==> config.mk <==
export PLATFORM = sky130hd
export DESIGN_NAME = pe_seq_datapath
export DESIGN_NICKNAME = d
export VERILOG_FILES = /design/src/rtl/pe_seq_datapath.sv
export SDC_FILE = /design/constraint.sdc
export NUM_CORES = 2
export LEC_CHECK = 0
export ABC_AREA = 1
export CORE_ASPECT_RATIO = 1.25
export CORE_MARGIN = 5
export CORE_UTILIZATION = 30
export CTS_BUF_LIST = sky130_fd_sc_hd__clkbuf_16
export CTS_CLUSTER_SIZE = 10
export DETAILED_ROUTE_END_ITERATION = 8
export GPL_ROUTABILITY_DRIVEN = 0
export PLACE_DENSITY = 0.52
export REMOVE_ABC_BUFFERS = 1
export SYNTH_ARGS = -nofsm -noshare
export SYNTH_HDL_FRONTEND = slang
export SYNTH_SLANG_ARGS = --single-unit
==> constraint.sdc <==
create_clock -name i_clk -period 14.3 [get_ports i_clk]
set_input_delay 3.575 -clock i_clk [delete_from_list [all_inputs] [get_ports i_clk]]
set_output_delay 3.575 -clock i_clk [all_outputs]
set_load 0.005 [all_outputs]
==> src/rtl/pe_seq_datapath.sv <==
// Row-stationary PE with a built-in P x Q x S loop sequencer.
// Streams weights and an ifmap row into the scratchpads, runs the 1-D conv MAC
// loop, optionally adds upstream psums, then drains P psums over valid/ready.
// Ports:
//   i_clk, i_rst_n                       clock, async active-low reset
//   i_start, i_cfg_*                     job start and config (latched on accepted start)
//   i_wght_*/o_wght_ready                weight stream in
//   i_ifmap_*/o_ifmap_ready              ifmap stream in
//   i_psum_data/_valid, o_psum_ready     upstream psum stream in
//   o_psum_data/_valid, i_psum_ready     psum stream out
//   o_busy, o_done, o_cfg_err            status
module pe_seq_datapath #(
  parameter int unsigned DATA_BITWIDTH       = 16,
  parameter int unsigned IFMAP_ADDR_BITWIDTH = 4,
  parameter int unsigned WGHT_ADDR_BITWIDTH  = 7,
  parameter int unsigned PSUM_ADDR_BITWIDTH  = 3
) (
  input  logic                           i_clk,
  input  logic                           i_rst_n,
  input  logic                           i_start,
  input  logic [PSUM_ADDR_BITWIDTH:0]    i_cfg_p,
  input  logic [IFMAP_ADDR_BITWIDTH:0]   i_cfg_q,
  input  logic [IFMAP_ADDR_BITWIDTH:0]   i_cfg_s,
  input  logic                           i_cfg_keep_wght,
  input  logic                           i_cfg_acc_en,
  input  logic [DATA_BITWIDTH-1:0]       i_ifmap_data,
  input  logic                           i_ifmap_valid,
  output logic                           o_ifmap_ready,
  input  logic [DATA_BITWIDTH-1:0]       i_wght_data,
  input  logic                           i_wght_valid,
  output logic                           o_wght_ready,
  input  logic [DATA_BITWIDTH-1:0]       i_psum_data,
  input  logic                           i_psum_valid,
  output logic                           o_psum_ready,
  output logic [DATA_BITWIDTH-1:0]       o_psum_data,
  output logic                           o_psum_valid,
  input  logic                           i_psum_ready,
  output logic                           o_busy,
  output logic                           o_done,
  output logic                           o_cfg_err
);

  localparam int unsigned DW      = DATA_BITWIDTH;
  localparam int unsigned IA      = IFMAP_ADDR_BITWIDTH;
  localparam int unsigned WA      = WGHT_ADDR_BITWIDTH;
  localparam int unsigned PA      = PSUM_ADDR_BITWIDTH;
  localparam int unsigned PW      = PA + 1;
  localparam int unsigned IW      = IA + 1;
  localparam int unsigned CW      = WA + 1;
  localparam int unsigned QSW     = 2 * IW;
  localparam int unsigned PQSW    = PW + QSW;
  localparam int unsigned I_DEPTH = 2 ** IA;
  localparam int unsigned W_DEPTH = 2 ** WA;
  localparam int unsigned P_DEPTH = 2 ** PA;

  typedef enum logic [2:0] {
    S_IDLE, S_LOAD_W, S_LOAD_I, S_COMPUTE, S_ACC, S_DRAIN
  } state_t;

  state_t state_q, state_d;

  logic [DW-1:0] wght_spad  [W_DEPTH];
  logic [DW-1:0] ifmap_spad [I_DEPTH];
  logic [DW-1:0] psum_q     [P_DEPTH];
  logic [DW-1:0] psum_d     [P_DEPTH];

  logic [PW-1:0] p_r, p_idx;
  logic [IW-1:0] q_r, s_r, q_idx, s_idx;
  logic          acc_r;
  logic [CW-1:0] k_q;

  // Start-time config check on the raw inputs, at full product width
  logic [QSW-1:0]  cfg_qs;
  logic [PQSW-1:0] cfg_pqs;
  logic            cfg_ok, start_ok;
  assign cfg_qs   = QSW'(i_cfg_q) * QSW'(i_cfg_s);
  assign cfg_pqs  = PQSW'(i_cfg_p) * PQSW'(cfg_qs);
  assign cfg_ok   = (i_cfg_p != '0) && (i_cfg_q != '0) && (i_cfg_s != '0) &&
                    (i_cfg_p <= PW'(P_DEPTH)) && (cfg_qs <= QSW'(I_DEPTH)) &&
                    (cfg_pqs <= PQSW'(W_DEPTH));
  assign start_ok = (state_q == S_IDLE) && i_start && cfg_ok;

  // Phase lengths from latched config; products fit CW bits once config passed
  logic [CW-1:0] qs_c, pqs_c;
  assign qs_c  = CW'(q_r) * CW'(s_r);
  assign pqs_c = CW'(p_r) * qs_c;

  logic w_xfer, i_xfer, a_xfer, d_xfer;
  assign w_xfer = i_wght_valid  && o_wght_ready;
  assign i_xfer = i_ifmap_valid && o_ifmap_ready;
  assign a_xfer = i_psum_valid  && o_psum_ready;
  assign d_xfer = o_psum_valid  && i_psum_ready;

  logic last_w, last_i, last_p;
  assign last_w = (k_q == pqs_c - CW'(1));
  assign last_i = (k_q == qs_c - CW'(1));
  assign last_p = (k_q == CW'(p_r) - CW'(1));

  // MAC loop: q outer, s mid, p inner
  logic lp_p, lp_s, lp_q, mac_last, mac_first;
  assign lp_p      = (p_idx == p_r - PW'(1));
  assign lp_s      = (s_idx == s_r - IW'(1));
  assign lp_q      = (q_idx == q_r - IW'(1));
  assign mac_last  = lp_p && lp_s && lp_q;
  assign mac_first = (q_idx == '0) && (s_idx == '0);

  logic [IA-1:0] i_addr;
  logic [WA-1:0] w_addr;
  logic [DW-1:0] ifmap_rd, wght_rd, mac_prod, mac_sum;
  assign i_addr   = IA'(q_idx) * IA'(s_r) + IA'(s_idx);
  assign w_addr   = WA'(p_idx) * WA'(q_r) * WA'(s_r) + WA'(i_addr);
  assign ifmap_rd = ifmap_spad[i_addr];
  assign wght_rd  = wght_spad[w_addr];
  assign mac_prod = DW'($signed(ifmap_rd) * $signed(wght_rd));
  assign mac_sum  = (mac_first ? '0 : psum_q[p_idx[PA-1:0]]) + mac_prod;

  // Next state and next psum spad contents
  always_comb begin
    state_d = state_q;
    psum_d  = psum_q;
    case (state_q)
      S_IDLE:    if (start_ok) state_d = i_cfg_keep_wght ? S_LOAD_I : S_LOAD_W;
      S_LOAD_W:  if (w_xfer && last_w) state_d = S_LOAD_I;
      S_LOAD_I:  if (i_xfer && last_i) state_d = S_COMPUTE;
      S_COMPUTE: begin
        psum_d[p_idx[PA-1:0]] = mac_sum;
        if (mac_last) state_d = acc_r ? S_ACC : S_DRAIN;
      end
      S_ACC: begin
        if (a_xfer) begin
          psum_d[k_q[PA-1:0]] = psum_q[k_q[PA-1:0]] + i_psum_data;
          if (last_p) state_d = S_DRAIN;
        end
      end
      S_DRAIN:   if (d_xfer && last_p) state_d = S_IDLE;
      default:   state_d = S_IDLE;
    endcase
  end

  // State, config, counters, psum spad and registered outputs
  always_ff @(posedge i_clk or negedge i_rst_n) begin
    if (!i_rst_n) begin
      state_q       <= S_IDLE;
      for (int i = 0; i < int'(P_DEPTH); i++) psum_q[i] <= '0;
      p_r           <= '0;
      q_r           <= '0;
      s_r           <= '0;
      acc_r         <= 1'b0;
      k_q           <= '0;
      p_idx         <= '0;
      q_idx         <= '0;
      s_idx         <= '0;
      o_wght_ready  <= 1'b0;
      o_ifmap_ready <= 1'b0;
      o_psum_ready  <= 1'b0;
      o_psum_valid  <= 1'b0;
      o_psum_data   <= '0;
      o_busy        <= 1'b0;
      o_done        <= 1'b0;
      o_cfg_err     <= 1'b0;
    end else begin
      state_q <= state_d;
      psum_q  <= psum_d;

      if (start_ok) begin
        p_r   <= i_cfg_p;
        q_r   <= i_cfg_q;
        s_r   <= i_cfg_s;
        acc_r <= i_cfg_acc_en;
        k_q   <= '0;
        p_idx <= '0;
        q_idx <= '0;
        s_idx <= '0;
      end

      case (state_q)
        S_LOAD_W: if (w_xfer) k_q <= last_w ? '0 : k_q + CW'(1);
        S_LOAD_I: if (i_xfer) k_q <= last_i ? '0 : k_q + CW'(1);
        S_ACC:    if (a_xfer) k_q <= last_p ? '0 : k_q + CW'(1);
        S_DRAIN:  if (d_xfer) k_q <= last_p ? '0 : k_q + CW'(1);
        S_COMPUTE: begin
          if (lp_p) begin
            p_idx <= '0;
            if (lp_s) begin
              s_idx <= '0;
              q_idx <= lp_q ? '0 : q_idx + IW'(1);
            end else begin
              s_idx <= s_idx + IW'(1);
            end
          end else begin
            p_idx <= p_idx + PW'(1);
          end
        end
        default: ;
      endcase

      o_wght_ready  <= (state_d == S_LOAD_W);
      o_ifmap_ready <= (state_d == S_LOAD_I);
      o_psum_ready  <= (state_d == S_ACC);
      o_busy        <= (state_d != S_IDLE);
      o_done        <= (state_q == S_DRAIN) && d_xfer && last_p;
      o_cfg_err     <= (state_q == S_IDLE) && i_start && !cfg_ok;

      // Output word taken from next-state spad so a final write is not missed
      if (state_d == S_DRAIN && state_q != S_DRAIN) begin
        o_psum_valid <= 1'b1;
        o_psum_data  <= psum_d[0];
      end else if (state_q == S_DRAIN && d_xfer) begin
        if (last_p) begin
          o_psum_valid <= 1'b0;
          o_psum_data  <= '0;
        end else begin
          o_psum_data  <= psum_d[PA'(k_q + CW'(1))];
        end
      end
    end
  end

  // Weight and ifmap spads: plain flop arrays, contents undefined after reset
  always_ff @(posedge i_clk) begin
    if (state_q == S_LOAD_W && w_xfer) wght_spad[k_q[WA-1:0]] <= i_wght_data;
    if (state_q == S_LOAD_I && i_xfer) ifmap_spad[k_q[IA-1:0]] <= i_ifmap_data;
  end

endmodule

==> flow_metrics.tcl <==
set metrics [dict create \
    yosys_warnings 0 \
    numCtsBuffers 298 \
    holdWs_ns 0.491 \
    initial_core_util_pct 30.1 \
    root_buffer "clkbuf_16" \
    hold_buffers 0 \
    end_kind "flip-flop" \
    die_area_mm2 0.403 \
    multi_input_area_mm2 0.0375 \
    layout.cells.non_filler 16344 \
    rsz0062_at_grt "no" \
    use_met2_pct 32.5 \
    synth.distinct_cells 68 \
    remaining_drc_errors 0 \
    grt-ovfl-total 0 \
    antenna_left 0 \
    clock_path_buffers 4 \
    setup.worst_path.start "q_idx[0]" \
    critical_path_required_ns 15.07 \
    die_h_um 709 \
    drv_cap 0 \
    reg2reg_from "q_idx[0]" \
    grt_busiest_layer "met2" \
    async_flop_share_pct 7.66 \
    core_area_mm2 0.389 \
    clock_skew_ns 0.0827 \
    use_met3_pct 3.15 \
    endpoint "o_psum_data[13]" \
    htreeDepth 5 \
    grt_pass1_wl_um 579000 \
    layout_common_cells "nand2_1 (2,996), edfxtp_1 (2,304), nand3_1 (2,114)" \
    syn_to_final_growth_pct 13.0 \
    seq_area_frac_synth_pct 63.2 \
    syn_avg_cell_area_um2 10.6 \
    dp_hpwl_um 245000 \
    cpMaxStageDelayCell "fa_4" \
    timing.fmax_mhz 74.0 \
    drt_wl_total_um 402000 \
    grt_pass1_vias 81265 \
    max_stage_delay_ns 1.11 \
    vias 85229 \
    io_pins 94 \
    ys_top_cells_by_area "edfxtp_1 (59%), nand2_1 (9.6%), nand3_1 (9.0%), dfrtp_1 (4.1%), fa_1 (2.7%)" \
    layout.nets 11517 \
    die_x_um 569 \
    finalHoldViolCount 0 \
    cp-start-kind "flip-flop" \
    grt_max_degree 190 \
    clock_latency_ns 0.94 \
    worst-r2r-cell-count 52 \
    firstDrtPassIters 6 \
    synth.cell_area_mm2 0.117 \
    place_inst 15969 \
    r2r_slack_ns 0.78 \
    worst_hold_path_type "reg2reg" \
    cp_data_arrival_time_ns 14.28 \
    setup_violations 0 \
    cts_setup_buffers 0 \
    fillers 39155 \
    use_met1_pct 24.1 \
    vias_per_cell 5.21 \
    rr_endpoint "o_psum_data[13]" \
    cts_tree "yes" \
    antenna_found_initial 17 \
    worstPathMaxFanout 63 \
    avgRoutedWirePerCell_um 24.6 \
    synth_edf_count 2304 \
    ys_ff_latch 2495 \
    path_clk_slew_ns 0.06 \
    grt.total_usage_pct 19.2 \
    ys.flop_type "edfxtp_1" \
    cts-resized-gates 0 \
    timing.final.crit_share_pct 94.5 \
    outcome "finished, final reports clean" \
    path_class "reg2reg" \
    relSlewSlack_pct 17.3 \
    synth.largest_area_cell "edfxtp_1" \
    drive_gt1_share_pct 7.26 \
    synth_top_area_share_pct 59.1 \
    fin_crit_ns 13.52 \
    drv_slew 0 \
    final_common_cell "nand2_1" \
    clkSinkCount 2495 \
    tightest_slew_ns 1.24 \
    num_rows 256 \
    io_buffers 93 \
    dr.first_iter.drc_count 9177 \
    netlist_instances 11040 \
    area.sequential_mm2 0.0740 \
]
[through the flow]
| step | worst slack (ns) | area [µm²] | setup TNS, ns | utilization, % |
|---|---|---|---|---|
| floorplan | -35.87 | 114000 | -4928.72 | - |
| finish | 0.784 | 132000 | 0 | 34.0 |
| CTS | 1.03 | 132000 | 0 | 34.0 |
| global route | 0.117 | 132000 | 0 | 34.0 |
| detailed placement | 1.01 | 124000 | 0 | 32.0 |
| global placement | 0.976 | 124000 | 0 | 32.0 |
[cells by family after synthesis]
logic type                 after synthesis  synth area share (%)
DFF                                   2495                  63.2
buffers and inverters                 1376                  5.08
AOI/OAI and AO/OA                      979                  5.33
muxes                                    2                0.0171
xor gates and xnor gates               107                 0.839
adders and majority gates              337                  4.60
and+or+nand+nor                       5744                  21.0
[cells in the mapped netlist, drive strengths merged, types with 29 or more instances]
cell type / n
nand3: 2120
nor2: 512
o221ai: 76
edfxtp: 2304
clkbuf: 179
ha: 181
a32oi: 29
o211ai: 55
xor2: 62
xnor2: 45
a21oi: 239
a22oi: 42
buf: 456
inv: 728
fa: 156
o22ai: 53
dfrtp: 191
o21ai: 323
a221oi: 35
nand2: 3019
[sequential cells by signal, indices dropped and copies added, names as in the netlist]
name,flops
o_done,1
k_q,8
s_r,5
o_psum_valid,1
state_q,3
q_r,5
o_psum_data,16
o_cfg_err,1
o_ifmap_ready,1
o_psum_ready,1
ifmap_spad,256
psum_q,128
p_idx,4
wght_spad,2048
o_wght_ready,1
s_idx,5
p_r,4
acc_r,1
o_busy,1
q_idx,5
[final cells by class]
type | instances | share of cell area (%)
inverters | 741 | 2.14
flip-flops and latches | 2495 | 55.9
diodes | 10 | 0.0189
well taps | 5160 | 4.88
clock inverters | 60 | 0.335
multi-input cells | 7169 | 28.3
clock buffers | 305 | 5.76
repair buffers | 404 | 2.71
[per-layer routing]
| layer | up-vias | share of wire (%) |
|---|---|---|
| met2 | 3539 | 49 |
| met4 | 8 | 4.9 |
| li1 | 38474 | - |
| met5 | - | 0.013 |
| met1 | 42311 | 39 |
| met3 | 897 | 7.1 |
[worst max-delay path: cells and delay by family, from the launching register on]
family	cells	cell delay [ns]
adders and majority gates	15	6.89
xor gates and xnor gates	3	0.55
DFF	1	0.49
and+or+nand+nor	14	2.90
AOI/OAI and AO/OA	9	1.34
buffers and inverters	11	1.12
[how the worst min path moves through the flow]
| stage | start | to | slack [ns] | cells after the start |
|---|---|---|---|---|
| floorplan | acc_r | acc_r | 0.45 | 2 |
| CTS | o_psum_data[4] | o_psum_data[4] | 0.49 | 2 |
| finish | o_psum_data[4] | o_psum_data[4] | 0.49 | 2 |
| global route | o_psum_data[4] | o_psum_data[4] | 0.53 | 2 |
| global placement | o_psum_data[5] | o_psum_data[5] | 0.48 | 2 |
| detailed placement | o_psum_data[5] | o_psum_data[5] | 0.47 | 2 |
Power is not shown: default switching activity piles up to over one toggle a cycle in this logic, so the estimate is an artifact.
